<file path="src/rtl/cnn_ctrl_pkg.sv">
// Shared definitions for the CNN conv-layer control slice.
// Holds the controller state encoding, a $clog2 helper that never returns
// a zero width, and the derivations of the layer geometry from the
// top-level parameters.
package cnn_ctrl_pkg;

    typedef enum logic [2:0] {
        S_IDLE  = 3'd0,
        S_PRIME = 3'd1,
        S_RUN   = 3'd2,
        S_DRAIN = 3'd3,
        S_DONE  = 3'd4
    } ctrl_state_t;

    // Counter and select widths; a single-valued counter still needs one bit.
    function automatic int clog2_min1(input int value);
        int w;
        w = $clog2(value);
        return (w < 1) ? 1 : w;
    endfunction

    function automatic int num_groups(input int input_num_mem, input int ifmap_par);
        return input_num_mem / ifmap_par;
    endfunction

    function automatic int num_one_pixel_cycle(input int inter, input int groups);
        return inter * groups;
    endfunction

    function automatic int total_pixels(input int out_feature_width, input int num_onemult);
        return out_feature_width * out_feature_width * num_onemult;
    endfunction

endpackage

</file>
<file path="src/rtl/ifmap_group_mux.sv">
// Selects one group of IFMAP_PAR feature memories onto the multiplier lanes.
// Ports:
//   feature_all  packed words of all memories, memory m at [m*DATA_WIDTH +: DATA_WIDTH]
//   group_sel    active memory group
//   valid        lanes carry data only while high, all-zero otherwise
//   lanes        lane k = memory group_sel*IFMAP_PAR + k
module ifmap_group_mux
    import cnn_ctrl_pkg::*;
#(
    parameter int DATA_WIDTH    = 8,
    parameter int INPUT_NUM_MEM = 6,
    parameter int IFMAP_PAR     = 3
) (
    input  logic [DATA_WIDTH*INPUT_NUM_MEM-1:0]                         feature_all,
    input  logic [clog2_min1(num_groups(INPUT_NUM_MEM, IFMAP_PAR))-1:0] group_sel,
    input  logic                                                        valid,
    output logic [DATA_WIDTH*IFMAP_PAR-1:0]                             lanes
);

    localparam int NUM_GROUPS = num_groups(INPUT_NUM_MEM, IFMAP_PAR);
    localparam int GW         = clog2_min1(NUM_GROUPS);

    // Compare against every legal group instead of indexing, so an
    // out-of-range select simply yields zero lanes.
    always_comb begin
        lanes = '0;
        if (valid) begin
            for (int unsigned g = 0; g < NUM_GROUPS; g++) begin
                if (group_sel == GW'(g)) begin
                    for (int unsigned k = 0; k < IFMAP_PAR; k++) begin
                        lanes[k*DATA_WIDTH +: DATA_WIDTH] =
                            feature_all[(g*IFMAP_PAR + k)*DATA_WIDTH +: DATA_WIDTH];
                    end
                end
            end
        end
    end

endmodule

</file>
<file path="src/rtl/conv_ctrl_param_gen.sv">
// Conv-layer controller for the CNN accelerator datapath.
// Sequences one layer (IDLE -> PRIME -> RUN -> DRAIN -> DONE), enables the
// address generators and M9K read ports, drives the MAC sload/clear/enable
// controls and time-multiplexes the feature memories onto the multiplier
// lanes one group at a time.
// Ports:
//   clock, reset                 single clock, synchronous active-high reset
//   go                           start-layer pulse, only honoured in IDLE
//   enable                       run permission; low while active stalls everything
//   in_feature_q_a/b_all         read data of all feature memories (ports A/B)
//   busy                         layer in progress (PRIME through DONE)
//   enable_addrger/_weightaddrger address generator enables
//   in_feature_rden_a/b, weight_rden_a/b  M9K read enables
//   enable_mult, clear_mult, accum_sload  MAC controls
//   count_sload                  cycle index inside the current pixel
//   group_sel                    active memory group
//   pixel_count                  pixels completed in this layer
//   in_feature_q_a/b_mux_all     lane data of the active group
//   start                        first pixel of the layer has completed
//   conv_done                    one-cycle layer-complete pulse
module conv_ctrl_param_gen
    import cnn_ctrl_pkg::*;
#(
    parameter int DATA_WIDTH                = 8,
    parameter int INPUT_NUM_MEM             = 6,
    parameter int IFMAP_PAR                 = 3,
    parameter int NUM_ONE_PIXEL_CYCLE_INTER = 4,
    parameter int OUT_FEATURE_WIDTH         = 2,
    parameter int NUM_ONEMULT               = 1,
    parameter int PIPE_DELAY                = 4
) (
    input  logic                                  clock,
    input  logic                                  reset,
    input  logic                                  go,
    input  logic                                  enable,
    input  logic [DATA_WIDTH*INPUT_NUM_MEM-1:0]   in_feature_q_a_all,
    input  logic [DATA_WIDTH*INPUT_NUM_MEM-1:0]   in_feature_q_b_all,
    output logic                                  busy,
    output logic                                  enable_addrger,
    output logic                                  enable_weightaddrger,
    output logic                                  in_feature_rden_a,
    output logic                                  in_feature_rden_b,
    output logic                                  weight_rden_a,
    output logic                                  weight_rden_b,
    output logic                                  enable_mult,
    output logic                                  clear_mult,
    output logic                                  accum_sload,
    output logic [clog2_min1(num_one_pixel_cycle(NUM_ONE_PIXEL_CYCLE_INTER,
                  num_groups(INPUT_NUM_MEM, IFMAP_PAR)))-1:0] count_sload,
    output logic [clog2_min1(num_groups(INPUT_NUM_MEM, IFMAP_PAR))-1:0] group_sel,
    output logic [clog2_min1(total_pixels(OUT_FEATURE_WIDTH, NUM_ONEMULT) + 1)-1:0] pixel_count,
    output logic [DATA_WIDTH*IFMAP_PAR-1:0]       in_feature_q_a_mux_all,
    output logic [DATA_WIDTH*IFMAP_PAR-1:0]       in_feature_q_b_mux_all,
    output logic                                  start,
    output logic                                  conv_done
);

    localparam int NUM_GROUPS          = num_groups(INPUT_NUM_MEM, IFMAP_PAR);
    localparam int NUM_ONE_PIXEL_CYCLE = num_one_pixel_cycle(NUM_ONE_PIXEL_CYCLE_INTER, NUM_GROUPS);
    localparam int TOTAL_PIXELS        = total_pixels(OUT_FEATURE_WIDTH, NUM_ONEMULT);

    localparam int CW  = clog2_min1(NUM_ONE_PIXEL_CYCLE);
    localparam int GW  = clog2_min1(NUM_GROUPS);
    localparam int PXW = clog2_min1(TOTAL_PIXELS + 1);
    localparam int SW  = clog2_min1(NUM_ONE_PIXEL_CYCLE_INTER);
    localparam int PHW = clog2_min1(PIPE_DELAY);

    localparam logic [CW-1:0]  COUNT_LAST = CW'(NUM_ONE_PIXEL_CYCLE - 1);
    localparam logic [GW-1:0]  GROUP_LAST = GW'(NUM_GROUPS - 1);
    localparam logic [PXW-1:0] PIXEL_LAST = PXW'(TOTAL_PIXELS - 1);
    localparam logic [SW-1:0]  SLOT_LAST  = SW'(NUM_ONE_PIXEL_CYCLE_INTER - 1);
    localparam logic [PHW-1:0] PHASE_LAST = PHW'(PIPE_DELAY - 1);

    if ((IFMAP_PAR < 1) || ((INPUT_NUM_MEM % IFMAP_PAR) != 0)) begin : g_bad_par
        $error("conv_ctrl_param_gen: IFMAP_PAR must divide INPUT_NUM_MEM");
    end
    if ((NUM_ONE_PIXEL_CYCLE_INTER < 1) || (PIPE_DELAY < 1)) begin : g_bad_len
        $error("conv_ctrl_param_gen: NUM_ONE_PIXEL_CYCLE_INTER and PIPE_DELAY must be >= 1");
    end

    ctrl_state_t    state;
    logic [PHW-1:0] phase_cnt;   // PRIME and DRAIN length counter
    logic [SW-1:0]  slot_q;      // cycle within the current group
    logic [GW-1:0]  group_q;
    logic [CW-1:0]  count_q;     // tracks group_q*INTER + slot_q
    logic [PXW-1:0] pixel_q;
    logic           busy_q;
    logic           clear_q;
    logic           done_q;
    logic           start_q;
    logic           rd_q;        // addrger/rden request before stall gating
    logic           mult_q;      // MAC enable request before stall gating
    logic           mux_valid;

    always_ff @(posedge clock) begin
        if (reset) begin
            state     <= S_IDLE;
            phase_cnt <= '0;
            slot_q    <= '0;
            group_q   <= '0;
            count_q   <= '0;
            pixel_q   <= '0;
            busy_q    <= 1'b0;
            clear_q   <= 1'b0;
            done_q    <= 1'b0;
            start_q   <= 1'b0;
            rd_q      <= 1'b0;
            mult_q    <= 1'b0;
        end else begin
            case (state)
                S_IDLE: begin
                    if (go) begin
                        state     <= S_PRIME;
                        busy_q    <= 1'b1;
                        clear_q   <= 1'b1;
                        rd_q      <= 1'b1;
                        mult_q    <= 1'b0;
                        phase_cnt <= '0;
                        slot_q    <= '0;
                        group_q   <= '0;
                        count_q   <= '0;
                        pixel_q   <= '0;
                    end
                end

                S_PRIME: begin
                    clear_q <= 1'b0;
                    if (enable) begin
                        if (phase_cnt == PHASE_LAST) begin
                            state     <= S_RUN;
                            phase_cnt <= '0;
                            mult_q    <= 1'b1;
                        end else begin
                            phase_cnt <= phase_cnt + 1'b1;
                        end
                    end
                end

                S_RUN: begin
                    if (enable) begin
                        if (slot_q == SLOT_LAST) begin
                            slot_q  <= '0;
                            group_q <= (group_q == GROUP_LAST) ? '0 : group_q + 1'b1;
                        end else begin
                            slot_q <= slot_q + 1'b1;
                        end
                        count_q <= (count_q == COUNT_LAST) ? '0 : count_q + 1'b1;
                        if (count_q == COUNT_LAST) begin
                            pixel_q <= pixel_q + 1'b1;
                            if (pixel_q == '0) begin
                                start_q <= 1'b1;
                            end
                            if (pixel_q == PIXEL_LAST) begin
                                state     <= S_DRAIN;
                                rd_q      <= 1'b0;
                                phase_cnt <= '0;
                            end
                        end
                    end
                end

                S_DRAIN: begin
                    if (enable) begin
                        if (phase_cnt == PHASE_LAST) begin
                            state     <= S_DONE;
                            phase_cnt <= '0;
                            mult_q    <= 1'b0;
                            done_q    <= 1'b1;
                        end else begin
                            phase_cnt <= phase_cnt + 1'b1;
                        end
                    end
                end

                S_DONE: begin
                    state   <= S_IDLE;
                    done_q  <= 1'b0;
                    busy_q  <= 1'b0;
                    start_q <= 1'b0;
                end

                default: begin
                    state <= S_IDLE;
                end
            endcase
        end
    end

    // Stall gating sits after the registers so that enable low blanks the
    // read/MAC controls in the very cycle it is low, and they resume in the
    // cycle it returns; rd_q/mult_q are already 0 in IDLE and DONE.
    assign enable_addrger       = rd_q & enable;
    assign enable_weightaddrger = rd_q & enable;
    assign in_feature_rden_a    = rd_q & enable;
    assign in_feature_rden_b    = rd_q & enable;
    assign weight_rden_a        = rd_q & enable;
    assign weight_rden_b        = rd_q & enable;
    assign enable_mult          = mult_q & enable;
    assign accum_sload          = (state == S_RUN) && (count_q == '0) && enable;

    assign busy        = busy_q;
    assign clear_mult  = clear_q;
    assign conv_done   = done_q;
    assign start       = start_q;
    assign count_sload = count_q;
    assign group_sel   = group_q;
    assign pixel_count = pixel_q;

    assign mux_valid = (state == S_RUN) || (state == S_DRAIN);

    ifmap_group_mux #(
        .DATA_WIDTH   (DATA_WIDTH),
        .INPUT_NUM_MEM(INPUT_NUM_MEM),
        .IFMAP_PAR    (IFMAP_PAR)
    ) u_mux_a (
        .feature_all(in_feature_q_a_all),
        .group_sel  (group_q),
        .valid      (mux_valid),
        .lanes      (in_feature_q_a_mux_all)
    );

    ifmap_group_mux #(
        .DATA_WIDTH   (DATA_WIDTH),
        .INPUT_NUM_MEM(INPUT_NUM_MEM),
        .IFMAP_PAR    (IFMAP_PAR)
    ) u_mux_b (
        .feature_all(in_feature_q_b_all),
        .group_sel  (group_q),
        .valid      (mux_valid),
        .lanes      (in_feature_q_b_mux_all)
    );

endmodule
</file>
<file path="config.mk">
export PLATFORM = sky130hd
export DESIGN_NAME = conv_ctrl_param_gen
export DESIGN_NICKNAME = d
export VERILOG_FILES = /design/src/rtl/cnn_ctrl_pkg.sv /design/src/rtl/ifmap_group_mux.sv /design/src/rtl/conv_ctrl_param_gen.sv
export SDC_FILE = /design/constraint.sdc
export NUM_CORES = 1
export LEC_CHECK = 0
export CAP_MARGIN = 20
export CELL_PAD_IN_SITES_DETAIL_PLACEMENT = 0
export CELL_PAD_IN_SITES_GLOBAL_PLACEMENT = 2
export CORE_UTILIZATION = 14
export CTS_CLUSTER_DIAMETER = 100
export DETAILED_ROUTE_END_ITERATION = 8
export GPL_ROUTABILITY_DRIVEN = 1
export HOLD_SLACK_MARGIN = 0.06
export PLACE_DENSITY = 0.85
export SKIP_LAST_GASP = 1
export SLEW_MARGIN = 25
export SYNTH_ARGS = -nofsm -noshare
export SYNTH_HDL_FRONTEND = slang
export SYNTH_HIERARCHICAL = 1
export SYNTH_SLANG_ARGS = --single-unit
</file>
<file path="constraint.sdc">
create_clock -name clock -period 1.6 [get_ports clock]
set_input_delay 0.32 -clock clock [delete_from_list [all_inputs] [get_ports clock]]
set_output_delay 0.32 -clock clock [all_outputs]
set_load 0.05 [all_outputs]
</file>
# ---- After elaboration in Yosys (flattened, before gate mapping)
# Index checks and enable logic that the tools add are counted.
dict set report word_totals {
  out_inout_bits 67
  ff_bits 20
  input_bits 100
}
dict set report op_classes {
  n_reduce_logical 25
  eq_ne 19
  add_sub_neg 5
  bitwise_logic 2
  muxes 52
}
# cell count
set ops {}
lappend ops {{2-to-1 mux 24 bit} 4}
lappend ops {{2-to-1 mux 3 bit} 13}
lappend ops {{inequality test 2 bit (second input constant)} 10}
lappend ops {{2-to-1 mux 2 bit} 8}
lappend ops {{2-to-1 mux 1 bit} 15}
lappend ops {{case mux 1 bit (2 select lines)} 6}
lappend ops {{case mux 3 bit (2 select lines)} 2}
lappend ops {{case mux 3 bit (4 select lines)} 1}
lappend ops {{AND reduction 4 bit} 3}
lappend ops {{AND reduction 6 bit} 2}
lappend ops {{nonzero test 2 bit} 5}
lappend ops {{equality test 3 x 2 -> 1 bit (second input constant)} 3}
lappend ops {{logical NOT 3 bit} 3}
lappend ops {{AND reduction 8 bit} 1}
lappend ops {{adder 3 x 1 -> 3 bit (second input constant)} 2}
lappend ops {{equality test 3 bit (second input constant)} 2}
lappend ops {{case mux 2 bit (3 select lines)} 1}
lappend ops {{AND reduction 3 bit} 2}
lappend ops {{nonzero test 3 bit} 2}
lappend ops {{AND reduction 5 bit} 1}
lappend ops {{adder 2 x 1 -> 2 bit (second input constant)} 2}
lappend ops {{equality test 2 bit (second input constant)} 2}
lappend ops {{case mux 2 bit (2 select lines)} 1}
lappend ops {{AND reduction 2 bit} 2}
lappend ops {{other kinds (8)} 10}

# ---- Longest topological paths before layout
dict set report depth {
  ltp_word 5
  depth_mapped 5
  depth_no_buf 5
}

# ---- Modules after synthesis
# The synthesis kept the hierarchy.
# module cells_per_inst area_per_inst_um2 seq_area_each_um2 n_inst
set modules_own_cells {}
lappend modules_own_cells {conv_ctrl_param_gen 123 1073.5 400.4 1}
lappend modules_own_cells {ifmap_group_mux 53 449.2 0.0 2}

# ---- Worst setup path after synthesis
# Ideal clock, no wire load.
dict set report synth_timing {
  kind {reg-to-output}
  from {reg count_q[0] (netlist: count_sload[0])}
  to {out accum_sload}
  n_path_buf 0
  t_arrival_ns 2.296
  path_slack_ns -1.016
  path_stages_with_launch 5
  cell_sequence {dfxtp_1 > inv_1 > ha_1 > inv_1 > nor4_1}
}
dict set report synth_via {
  elab_chain_cells 3
}
# element line
set synth_rtl {}
lappend synth_rtl {{start, declared} conv_ctrl_param_gen.sv:85} ;# logic [CW-1:0] count_q;
lappend synth_rtl {{start signal, assigned} conv_ctrl_param_gen.sv:147} ;# count_q <= (count_q == COUNT_LAST) ? '0 : count_q + 1'b1;
lappend synth_rtl {{logical NOT 3 bit} conv_ctrl_param_gen.sv:199} ;# assign accum_sload = (state == S_RUN) && (count_q == '0) && enable;
lappend synth_rtl {{logical AND 1 bit (2 in series)} conv_ctrl_param_gen.sv:199}
lappend synth_rtl {{end, declared} conv_ctrl_param_gen.sv:47} ;# output logic accum_sload,
# No other way between the ends.

# ---- Worst setup path after layout
dict set report layout_timing {
  from {reg group_q (netlist: group_sel)}
  to {out in_feature_q_b_mux_all[17]}
}
dict set report layout_via {
  elab_chain_cells 2
}
# element line
set layout_rtl {}
lappend layout_rtl {{start, declared} conv_ctrl_param_gen.sv:84} ;# logic [GW-1:0] group_q;
lappend layout_rtl {{start signal, assigned} conv_ctrl_param_gen.sv:143} ;# group_q <= (group_q == GROUP_LAST) ? '0 : group_q + 1'b1;
lappend layout_rtl {{2-to-1 mux 24 bit} ifmap_group_mux.sv:29} ;# if (group_sel == GW'(g)) begin
lappend layout_rtl {{2-to-1 mux 24 bit} ifmap_group_mux.sv:27} ;# if (valid) begin
lappend layout_rtl {{end, declared} conv_ctrl_param_gen.sv:53} ;# output logic [DATA_WIDTH*IFMAP_PAR-1:0] in_feature_q_b_mux_all,
# No other way between the ends.

==> run summary <==
outcome -> finished, violations left
violated checks -> negative setup slack
RSZ-0062 raised after global routing -> yes
Max clock buf depth -> 2
I/O pin cnt -> 167
CP Max Fanout -> 12
post-route antenna net violation count -> 0
CORE AREA -> 0.0138 mm²
Avg Cell Area, Syn -> 8.61 µm²
Total Wirelength -> 9.48 mm
Root Driver -> clkbuf_16
Setup WS post-layout -> -0.141 ns
Hold Slack -> 0.468 ns
max capacitance violation total -> 0
Worst Setup End Kind -> output pin
GPL Wtd Cong -> 0.761
final instance area -> 0.00569 mm²
Sw Pwr -> 451 µW
vias in the first global route -> 2483
Core Util, Final -> 41.1%
cell area after placement -> 0.00488 mm²
Post-Syn Area -> 0.00197 mm²
Tcrit/Tclk final -> 109%
Sink Count -> 20
Synth Area in Compound Gates -> 11.6%
vias per cell -> 4.21
max frequency -> 574 MHz
Seq cells post-synth -> 20
CTS tree -> done
Die Width -> 121 µm
Skew-Pair Late Insertion Delay -> 0.25 ns
starting density of the core -> 14.3%
data arrival time of the critical path -> 1.42 ns
Setup Skew -> 0.00360 ns
largest net degree at the start of global routing -> 25
internal reg-to-reg setup slack -> 0.07 ns
fin nets -> 523
Crit Path Category -> flip-flop to output pin
CP Capture Point -> in_feature_q_b_mux_all[17]
Inserted Clock Buffers -> 3
dpl hpwl -> 6.45 mm
via count -> 2503
Fillers -> 1246
drt first pass iters -> 4
Post-Synth XOR/XNOR Area -> 0.444%
Internal -> 1.37 mW
Post-Synth Adder-Cell Area -> 5.08%
Peak VDD IR -> 344 µV
Simple-Gate Fraction of Synth Area -> 26.7%
fin crit period -> 1.74 ns
dpl ws -> -0.252 ns
max-slew violations -> 0
Sw Share -> 24.8%
Seq pwr share -> 28.1%
YS warnings -> 6
# DRC -> 0
CP required -> 1.28 ns
Post-Synthesis Cells -> 229
mux contribution to synthesized area -> 24.9%
sequential area share after synthesis -> 20.3%
Slew @ Worst Pin -> 0.319 ns
Worst-path clk slew -> 0.06 ns
max_slew headroom -> 78.7%
Inserted Diodes -> 0
initial antenna violation count -> 0
DRT iter0 DRCs -> 56
Worst Hold Class -> flip-flop to flip-flop
Row Count -> 43
CTS Hold Bufs -> 0
layout cells sized above 1 -> 53.9%
CP startpoint kind -> flip-flop
largest family of logic cells by synthesized area -> simple AND/OR/NAND/NOR gates
Die H -> 121 µm
worst r2r dst -> count_sload[0]
GRT Total Usage -> 11.4%
GRT Residual Overflow -> 0
Critical Path Start -> group_sel
Post-Syn Nets -> 337
PD cells -> 320 mW/mm²
Crit Reg-Reg Startpoint -> count_sload[1]
number of port buffers -> 166
CTS HTree Levels -> 1
Setup-failing EPs final -> 49
Area growth, synth to finish -> 188%
clock network fraction of design power -> 38.6%
routed wire length per instance -> 16.0 µm
final hold violation count -> 0
Distinct cells, synth -> 36
Die Footprint -> 0.0146 mm²
worst reg2reg path depth -> 6
Lkg Pwr -> 1.87 nW
Comb power frac -> 33.3%
first-pass GRT wire length -> 13.2 mm
-- cell usage in the layout (no fill, tap or decap), types with 2 or more instances in the layout --
cell,netlist,layout
nor2b_1,52,2
buf_4,5,24
a31oi_1,2,2
nor2b_2,0,2
nand4b_1,5,5
ha_4,0,3
dfxtp_2,0,8
a41oi_1,3,3
o21ai_0,8,8
mux2i_4,0,25
a211oi_1,4,4
nand3_1,2,2
nor2b_4,0,48
clkbuf_16,0,5
inv_4,0,2
inv_1,7,4
nand2b_1,2,2
mux2i_1,49,4
buf_6,2,7
buf_12,4,72
ha_1,8,5
dfxtp_1,20,11
a21oi_1,11,11
and3_1,2,2
clkdlybuf4s50_1,0,98
nor2_1,5,5
nand4_1,3,3
a311oi_1,2,2
o31ai_1,2,2
or4_1,2,2
nand2_1,4,4
mux2i_2,0,20
-- sequential cells by signal, summed over array words and instances, names as in the netlist --
name	cells
phase_cnt	2
busy	1
mult_q	1
slot_q	2
rd_q	1
count_sload	3
conv_done	1
group_sel	1
state	3
clear_mult	1
start	1
pixel_count	3
-- Yosys cell counts --
cell type | n | area (µm²)
mux2i_1 | 49 | 490
buf_12 | 4 | 80.1
nor4b_1 | 1 | 8.76
nor2b_1 | 52 | 325
a31oi_1 | 2 | 12.5
dfxtp_1 | 20 | 400
a211o_1 | 1 | 8.76
and2_1 | 2 | 12.5
nor4_1 | 2 | 12.5
nand2b_1 | 2 | 12.5
o21ai_0 | 8 | 40.0
nand3_1 | 2 | 10.0
or4b_1 | 1 | 10.0
inv_1 | 7 | 26.3
nand4_1 | 3 | 18.8
buf_4 | 5 | 37.5
buf_6 | 2 | 22.5
a211oi_1 | 4 | 30.0
and3_1 | 2 | 12.5
buf_2 | 4 | 20.0
nor3_1 | 1 | 5.00
a41oi_1 | 3 | 26.3
ha_1 | 8 | 100
or4_1 | 2 | 15.0
a311oi_1 | 2 | 17.5
or2_1 | 1 | 6.26
clkbuf_1 | 8 | 30.0
nand4b_1 | 5 | 43.8
o31ai_1 | 2 | 15.0
a21oi_1 | 11 | 55.1
nor2_1 | 5 | 18.8
a2111oi_0 | 1 | 8.76
o21a_1 | 1 | 7.51
nand2_1 | 4 | 15.0
xnor2_1 | 1 | 8.76
a22oi_1 | 1 | 7.51
-- timing repair --
item	in CTS	in global routing
setup buffers	11	2
pin swaps	2	1
gates resized for setup	40	67
setup endpoints to repair	57	57
gates cloned	4	3
-- routing by layer --
layer / track usage, % / up-vias / share of wire (%)
li1: - / 1182 / -
met1: 13.3 / 1212 / 39
met2: 22.2 / 105 / 53
met3: 1.89 / 4 / 7.2
met4: 1.16 / 0 / 0.28
met5: 0 / - / 0
-- per-stage QoR --
| step | std cells | TNS [ns] | power (mW) |
|---|---|---|---|
| detailed placement | 574 | -3.01 | 1.03 |
| CTS | 593 | -7.03 | 1.74 |
| floorplan | 229 | -0.677 | 0.688 |
| finish | 594 | -5.40 | 1.82 |
| global placement | 574 | -2.65 | 1.02 |
| global route | 594 | -7.87 | 1.88 |
-- final cells by class --
type | instances | area [µm²] | area share, %
clock inverters | 1 | 30.0 | 0.528
well taps | 180 | 225 | 3.96
inverters | 7 | 31.3 | 0.550
repair buffers | 204 | 2740 | 48.2
clock buffers | 3 | 75.1 | 1.32
multi-input cells | 179 | 2170 | 38.2
flip-flops and latches | 20 | 414 | 7.28
-- worst min-delay path by stage --
stage | startpoint | end | slack (ns) | cells after the start
2_1_floorplan | reset | state[0] | 0.41 | 1
3_3_place_gp | slot_q[1] | slot_q[1] | 0.47 | 2
3_5_place_dp | slot_q[1] | slot_q[1] | 0.49 | 2
4_1_cts | slot_q[1] | slot_q[1] | 0.49 | 2
5_1_grt | state[2] | state[2] | 0.48 | 1
6_report | state[2] | state[2] | 0.47 | 1
-- power groups by stage --
| stage | combinational, mW | sequential (mW) | clock (mW) |
|---|---|---|---|
| floorplan | 0.152 | 0.536 | 0 |
| global placement | 0.497 | 0.524 | 0 |
| detailed placement | 0.503 | 0.524 | 0 |
| CTS | 0.531 | 0.512 | 0.701 |
| global route | 0.634 | 0.512 | 0.729 |
| finish | 0.605 | 0.511 | 0.702 |
-- kinds of logic (layout without fill, tap and decap cells) --
kind of cell | count (synthesis) | count (layout)
simple gates | 85 | 85
mux | 49 | 49
compound gates | 36 | 36
buf+inv | 30 | 215
flops | 20 | 20
fa+ha+maj | 8 | 8
xor+xnor | 1 | 1
-- worst max-delay path, stage by stage, from the launching register on --
cell and delay (ns):
dfxtp_4 0.43, buf_12 0.20, mux2i_2 0.30, nor2b_4 0.07, buf_12 0.15
No activity file was read; power rests on OpenSTA's default activity.
